<file path="config.mk">
export PLATFORM = sky130hd
export DESIGN_NAME = gates_vector_driver
export DESIGN_NICKNAME = d
export VERILOG_FILES = /design/src/rtl/gates_vector_driver_pkg.sv /design/src/rtl/gates_vector_driver_dwell_counter.sv /design/src/rtl/gates_vector_driver.sv
export SDC_FILE = /design/constraint.sdc
export NUM_CORES = 1
export LEC_CHECK = 0
export CORE_AREA = 8 8 77 79
export CTS_CLUSTER_SIZE = 28
export DETAILED_ROUTE_END_ITERATION = 12
export DIE_AREA = 0 0 85 87
export PLACE_DENSITY = 0.55
export SLEW_MARGIN = 20
export SYNTH_ARGS = -nofsm -noshare
export SYNTH_HDL_FRONTEND = slang
export SYNTH_SLANG_ARGS = --single-unit
</file>
<file path="constraint.sdc">
create_clock -name clk -period 2.65 [get_ports clk]
set_input_delay 0.53 -clock clk [delete_from_list [all_inputs] [get_ports clk]]
set_output_delay 0.53 -clock clk [all_outputs]
set_load 0.05 [all_outputs]
</file>
<file path="src/rtl/gates_vector_driver_pkg.sv">
// -----------------------------------------------------------------------------
// gates_vector_driver_pkg
// Shared definitions for the gates_vector_driver sweep stage:
//   - FSM state encoding (binary, 2 bits): ST_IDLE=0, ST_DRIVE=1, ST_DONE=2
//   - NUM_VEC : number of input combinations swept (a,b,c -> 8)
//   - CNT_W   : width of the dwell counter
//   - set_bit : helper that returns a vector with one bit replaced
// -----------------------------------------------------------------------------
package gates_vector_driver_pkg;

  typedef enum logic [1:0] {
    ST_IDLE  = 2'd0,
    ST_DRIVE = 2'd1,
    ST_DONE  = 2'd2
  } state_e;

  localparam int unsigned NUM_VEC  = 8;
  localparam int unsigned CNT_W    = 8;
  localparam logic [2:0]  LAST_VEC = 3'd7;

  // Replace bit 'idx' of 'vec' with 'val', leaving the other bits untouched.
  function automatic logic [7:0] set_bit(input logic [7:0] vec,
                                         input logic [2:0] idx,
                                         input logic       val);
    logic [7:0] tmp;
    tmp      = vec;
    tmp[idx] = val;
    return tmp;
  endfunction

endpackage

</file>
<file path="src/rtl/gates_vector_driver_dwell_counter.sv">
// -----------------------------------------------------------------------------
// dwell_counter
// Counts the cycles an input vector has been held. The count clears on 'clr',
// advances while 'en' is high and wraps back to 0 on the edge after it reaches
// DWELL-1.
// Ports:
//   clk   in  : rising-edge clock
//   reset in  : asynchronous active-high reset (count -> 0)
//   clr   in  : synchronous clear (wins over en)
//   en    in  : count enable
//   tick  out : high while the count equals DWELL-1
// -----------------------------------------------------------------------------
module dwell_counter
  import gates_vector_driver_pkg::*;
#(
  parameter int unsigned DWELL = 10
) (
  input  logic clk,
  input  logic reset,
  input  logic clr,
  input  logic en,
  output logic tick
);

  // The counter is only CNT_W bits wide and needs at least two states per
  // vector, so anything outside 2..255 is rejected at elaboration.
  if (DWELL < 2 || DWELL > 255) begin : g_dwell_range_check
    $error("dwell_counter: DWELL must be within 2..255");
  end

  localparam logic [CNT_W-1:0] LAST_CNT = CNT_W'(DWELL - 1);

  logic [CNT_W-1:0] cnt_q;
  logic [CNT_W-1:0] cnt_d;

  // Next-count logic: clear, wrap at DWELL-1, or increment.
  always_comb begin
    cnt_d = cnt_q;
    if (clr) begin
      cnt_d = {CNT_W{1'b0}};
    end else if (en) begin
      if (cnt_q == LAST_CNT) begin
        cnt_d = {CNT_W{1'b0}};
      end else begin
        cnt_d = cnt_q + {{(CNT_W-1){1'b0}}, 1'b1};
      end
    end else begin
      cnt_d = cnt_q;
    end
  end

  // Count register.
  always_ff @(posedge clk or posedge reset) begin
    if (reset) begin
      cnt_q <= {CNT_W{1'b0}};
    end else begin
      cnt_q <= cnt_d;
    end
  end

  assign tick = (cnt_q == LAST_CNT);

endmodule

</file>
<file path="src/rtl/gates_vector_driver.sv">
// -----------------------------------------------------------------------------
// gates_vector_driver
// Stimulus-and-capture stage for gates_wire. A start request sweeps the eight
// combinations of a/b/c in ascending order, holding each for DWELL cycles, and
// samples the returned d on the last cycle of each hold into 'result'. At the
// end of the sweep 'result' is compared against the EXPECT truth table.
// Ports:
//   clk     in     : rising-edge clock
//   reset   in     : asynchronous active-high reset
//   start   in     : begins a sweep when seen in IDLE or DONE
//   a,b,c   out    : registered stimulus (vec_idx bits 2,1,0 while driving)
//   d       in     : response from gates_wire
//   vec_idx out[3] : index of the vector being driven (holds 7 in DONE)
//   busy    out    : sweep in progress
//   done    out    : sweep finished (level, held until restart/reset)
//   result  out[8] : captured d, bit i for vector i
//   pass    out    : done and result == EXPECT
// -----------------------------------------------------------------------------
module gates_vector_driver
  import gates_vector_driver_pkg::*;
#(
  parameter int unsigned DWELL  = 10,
  parameter logic [7:0]  EXPECT = 8'hEA
) (
  input  logic       clk,
  input  logic       reset,
  input  logic       start,
  output logic       a,
  output logic       b,
  output logic       c,
  input  logic       d,
  output logic [2:0] vec_idx,
  output logic       busy,
  output logic       done,
  output logic [7:0] result,
  output logic       pass
);

  state_e     state_q, state_d;
  logic [2:0] vec_idx_q, vec_idx_d;
  logic [7:0] result_q, result_d;
  logic       a_q, a_d;
  logic       b_q, b_d;
  logic       c_q, c_d;
  logic       busy_q, busy_d;
  logic       done_q, done_d;
  logic       pass_q, pass_d;

  logic       cnt_clr;
  logic       cnt_en;
  logic       tick;

  dwell_counter #(
    .DWELL (DWELL)
  ) u_dwell_counter (
    .clk   (clk),
    .reset (reset),
    .clr   (cnt_clr),
    .en    (cnt_en),
    .tick  (tick)
  );

  // Next-state, vector index and capture logic.
  always_comb begin
    state_d   = state_q;
    vec_idx_d = vec_idx_q;
    result_d  = result_q;
    cnt_clr   = 1'b0;
    cnt_en    = 1'b0;
    case (state_q)
      ST_IDLE, ST_DONE: begin
        if (start) begin
          state_d   = ST_DRIVE;
          vec_idx_d = 3'd0;
          result_d  = 8'h00;
          cnt_clr   = 1'b1;
        end else begin
          state_d = state_q;
        end
      end
      ST_DRIVE: begin
        // start is deliberately not looked at here: a sweep runs to the end.
        cnt_en = 1'b1;
        if (tick) begin
          result_d = set_bit(result_q, vec_idx_q, d);
          if (vec_idx_q == LAST_VEC) begin
            state_d = ST_DONE;
          end else begin
            vec_idx_d = vec_idx_q + 3'd1;
          end
        end else begin
          state_d = ST_DRIVE;
        end
      end
      default: begin
        state_d   = ST_IDLE;
        vec_idx_d = 3'd0;
        result_d  = 8'h00;
        cnt_clr   = 1'b1;
      end
    endcase
  end

  // Output values are derived from the next state so the registered outputs
  // line up with the state register (a/b/c change on the same edge as state).
  always_comb begin
    busy_d = (state_d == ST_DRIVE);
    done_d = (state_d == ST_DONE);
    if (busy_d) begin
      a_d = vec_idx_d[2];
      b_d = vec_idx_d[1];
      c_d = vec_idx_d[0];
    end else begin
      a_d = 1'b0;
      b_d = 1'b0;
      c_d = 1'b0;
    end
    pass_d = done_d & (result_d == EXPECT);
  end

  // State and output registers.
  always_ff @(posedge clk or posedge reset) begin
    if (reset) begin
      state_q   <= ST_IDLE;
      vec_idx_q <= 3'd0;
      result_q  <= 8'h00;
      a_q       <= 1'b0;
      b_q       <= 1'b0;
      c_q       <= 1'b0;
      busy_q    <= 1'b0;
      done_q    <= 1'b0;
      pass_q    <= 1'b0;
    end else begin
      state_q   <= state_d;
      vec_idx_q <= vec_idx_d;
      result_q  <= result_d;
      a_q       <= a_d;
      b_q       <= b_d;
      c_q       <= c_d;
      busy_q    <= busy_d;
      done_q    <= done_d;
      pass_q    <= pass_d;
    end
  end

  assign a       = a_q;
  assign b       = b_q;
  assign c       = c_q;
  assign vec_idx = vec_idx_q;
  assign busy    = busy_q;
  assign done    = done_q;
  assign result  = result_q;
  assign pass    = pass_q;

endmodule

</file>
==> metrics.yaml, run 1 <==
floorplanning:
  die_y_um: 87
  core_um2: 4850
  die_x_um: 85
  rows: 26
  initial_core_util: 0.284
  dieArea_um2: 7400
  ioPinCount: 21
logic_synthesis:
  yosysTopAreaCell: "dfrtp_1"
  netlist_area_um2: 1380
  ys.flop_type: "dfrtp_1"
  synthSimpleGateAreaFrac: 0.258
  synthesis.nets: 142
  synth-seq-area-share: 0.491
  synthMuxAreaShare: 0.0318
  synth-edff-count: 0
  synth_compound_area_frac: 0.154
  synthArstFlopShare: 1.00
  netlist_instances: 135
  yosys-top-cells-area: "dfrtp_1 (49%), nand2_1 (5.7%), o21ai_0 (3.6%)"
  synthAdderAreaFrac: 0.0273
  synthXorXnorAreaFrac: 0.0127
  yosys.cell_types.count: 40
  avgSynthCellArea_um2: 10.2
  ys_warn_count: 0
  synthTopCellsByCount: "dfrtp_1 (27), nand2_1 (21), o21ai_0 (10)"
  yosys.area.top_type_share: 0.491
  synth_top_family_by_area: "simple AND/OR/NAND/NOR gates"
  synth-seq-cells: 27
  synth_most_common_cell: "dfrtp_1"
global_route:
  grt_max_degree: 28
  antenna_found_initial: 0
  grt_pass1_vias: 1046
  grtUsageTotal: 0.0846
  grt_pass1_wl_um: 5070
  grt_overflow: 0
clocking:
  clock_latency_ps: 270
  tritoncts: "yes"
  cts_root_buf: "clkbuf_8"
  clock-sinks: 27
  cts_setup_buffers: 0
  cts_max_path_buffers: 2
  cts_hold_buf: 0
  htree_levels: 1
  clk_pin_slew_ps: 90
  cts_made_buffers: 3
  cts_resized: 0
timing:
  slew_violations: 0
  rsz0062_at_grt: "false"
  finClkSkew_ps: 3.99
  timing.final.crit_share: 0.889
  setup_tns_ps: 0
  period_needed_ps: 2360
  hold_viol: 0
  worst_slew_pin_slew_ps: 508
  max_freq_mhz: 424
  finalSetupViolCount: 0
  setup_ws_ps: 293
  maxSlewHeadroom: 0.661
cells_and_area:
  finalNonFillerCells: 215
  diodes: 0
  area_delta_synth_final_pct: 23.7
  final_util: 0.351
  drive_gt1_frac: 0.107
  nets: 167
routing:
  wl_per_cell_um: 14.2
  drt_iter0_markers: 74
  dr.pass1.iters: 4
  ant_nets: 0
  num_vias: 1101
  viasPerCell: 5.12
  drc: 0
  finalWirelength_um: 3050
pwr:
  power_density_nw_per_um2: 920
  ir_drop_mv: 0.297
  p_leak_nw: 0.715
  power.total_mw: 1.57
worst_setup_path:
  start_kind: "register"
  slowest_delay_ps: 520
  crit_path_end_kind: "register"
  path_max_fanout: 6
  path_buf_inv: 1
  worst_path_max_delay_cell: "or3_1"
  crit_family: "simple AND/OR/NAND/NOR gates"
  r2r_setup_slack_ps: 290
  path_class: "register to register"
  crit_required_ps: 2840
  crit_arrival_ps: 2540
  crit_chain: "inv_1, ha_1, or4b_4, or3_1, o31ai_4, nand3b_1, nor4_2"
placement:
  routabilityCongestion: 0.794
  placed_cells: 211
  dpl.hpwl_um: 2290
  io_buffers: 20
  pre_cts_ws_ps: 312
run:
  maxCapViolCount: 0
worst_hold_path:
  hold_class: "register to register"
run_status:
  status: "complete, no violations"
[metal layers]
metal	GRT usage	vias to the layer above	part of all wire
met1	0.107	543	0.49
met2	0.139	27	0.46
met5	0	-	0
li1	-	527	-
met3	0.0236	4	0.048
met4	0.0178	0	0.0056
[cell families (layout without fill, tap and decap cells)]
family / count (synthesis) / in the layout
mux: 4 / 4
fa+ha+maj: 3 / 3
flops: 27 / 27
compound gates: 31 / 31
buf+inv: 7 / 31
simple gates: 61 / 61
xor+xnor: 2 / 2
[final timing paths]
check,endpoint,start,cells past startpoint
max,pass,u_dwell_counter.cnt_q[1],7
min,u_dwell_counter.cnt_q[4],u_dwell_counter.cnt_q[4],1
max reg2reg,pass,u_dwell_counter.cnt_q[1],7
min reg2reg,u_dwell_counter.cnt_q[4],u_dwell_counter.cnt_q[4],1
max in group asynchronous,result[1],reset,3
min in group asynchronous,u_dwell_counter.cnt_q[4],reset,3
[final cells by class]
class	count	area, µm²
multi-input combinational	101	666
timing repair buffer	24	230
clock buffer	3	41.3
clock inverter	1	7.51
inverter	3	11.3
fill	488	3150
tap	56	70.1
sequential	27	676
[cells in the final DEF (no fill, tap or decap), drive strengths merged, types with 3 or more instances in the layout]
| cell type | Yosys | routed |
|---|---|---|
| dfrtp | 27 | 27 |
| nand2 | 21 | 21 |
| clkdlybuf4s50 | 0 | 20 |
| o21ai | 14 | 14 |
| nor2 | 9 | 9 |
| nand3 | 6 | 6 |
| a21oi | 5 | 5 |
| and3 | 4 | 4 |
| and2 | 4 | 4 |
| buf | 1 | 4 |
| mux2i | 4 | 4 |
| nor2b | 3 | 3 |
| o211ai | 3 | 3 |
| inv | 3 | 3 |
| ha | 3 | 3 |
| clkbuf | 3 | 3 |
| o31ai | 3 | 3 |
[through the flow]
| step | cell area (µm²) | hold WS [ps] |
|---|---|---|
| after floorplan | 1380 | 473 |
| after global placement | 1650 | 509 |
| after detailed placement | 1650 | 520 |
| after CTS | 1700 | 535 |
| after global routing | 1700 | 563 |
| final | 1700 | 527 |
[registers in the layout, summed over array words and instances, names as in the netlist]
signal,count
done,1
c,1
result,8
b,1
state_q,2
u_dwell_counter.cnt_q,8
pass,1
a,1
vec_idx,3
busy,1
[power by group]
group          internal [mW]  leakage, nW  total, mW  switching, mW
combinational          0.242        0.343      0.666          0.424
sequential             0.525        0.350      0.662          0.136
clock                  0.107       0.0217      0.237          0.131
total                  0.874        0.715       1.57          0.691
Note: power is estimated with default switching activity, not from simulation.
==> run 2: changes to the inputs <==
--- a/config.mk
+++ b/config.mk
@@ -5,12 +5,15 @@
 export SDC_FILE = /design/constraint.sdc
 export NUM_CORES = 1
 export LEC_CHECK = 0
+export ABC_CLOCK_PERIOD_IN_PS = 2650
 export CORE_AREA = 8 8 77 79
 export CTS_CLUSTER_SIZE = 28
 export DETAILED_ROUTE_END_ITERATION = 12
 export DIE_AREA = 0 0 85 87
+export GPL_ROUTABILITY_DRIVEN = 1
 export PLACE_DENSITY = 0.55
 export SLEW_MARGIN = 20
 export SYNTH_ARGS = -nofsm -noshare
 export SYNTH_HDL_FRONTEND = slang
 export SYNTH_SLANG_ARGS = --single-unit
+export TNS_END_PERCENT = 50
==> results of run 2 <==
Final layout, timing and power as in run 1 (identical DEF).
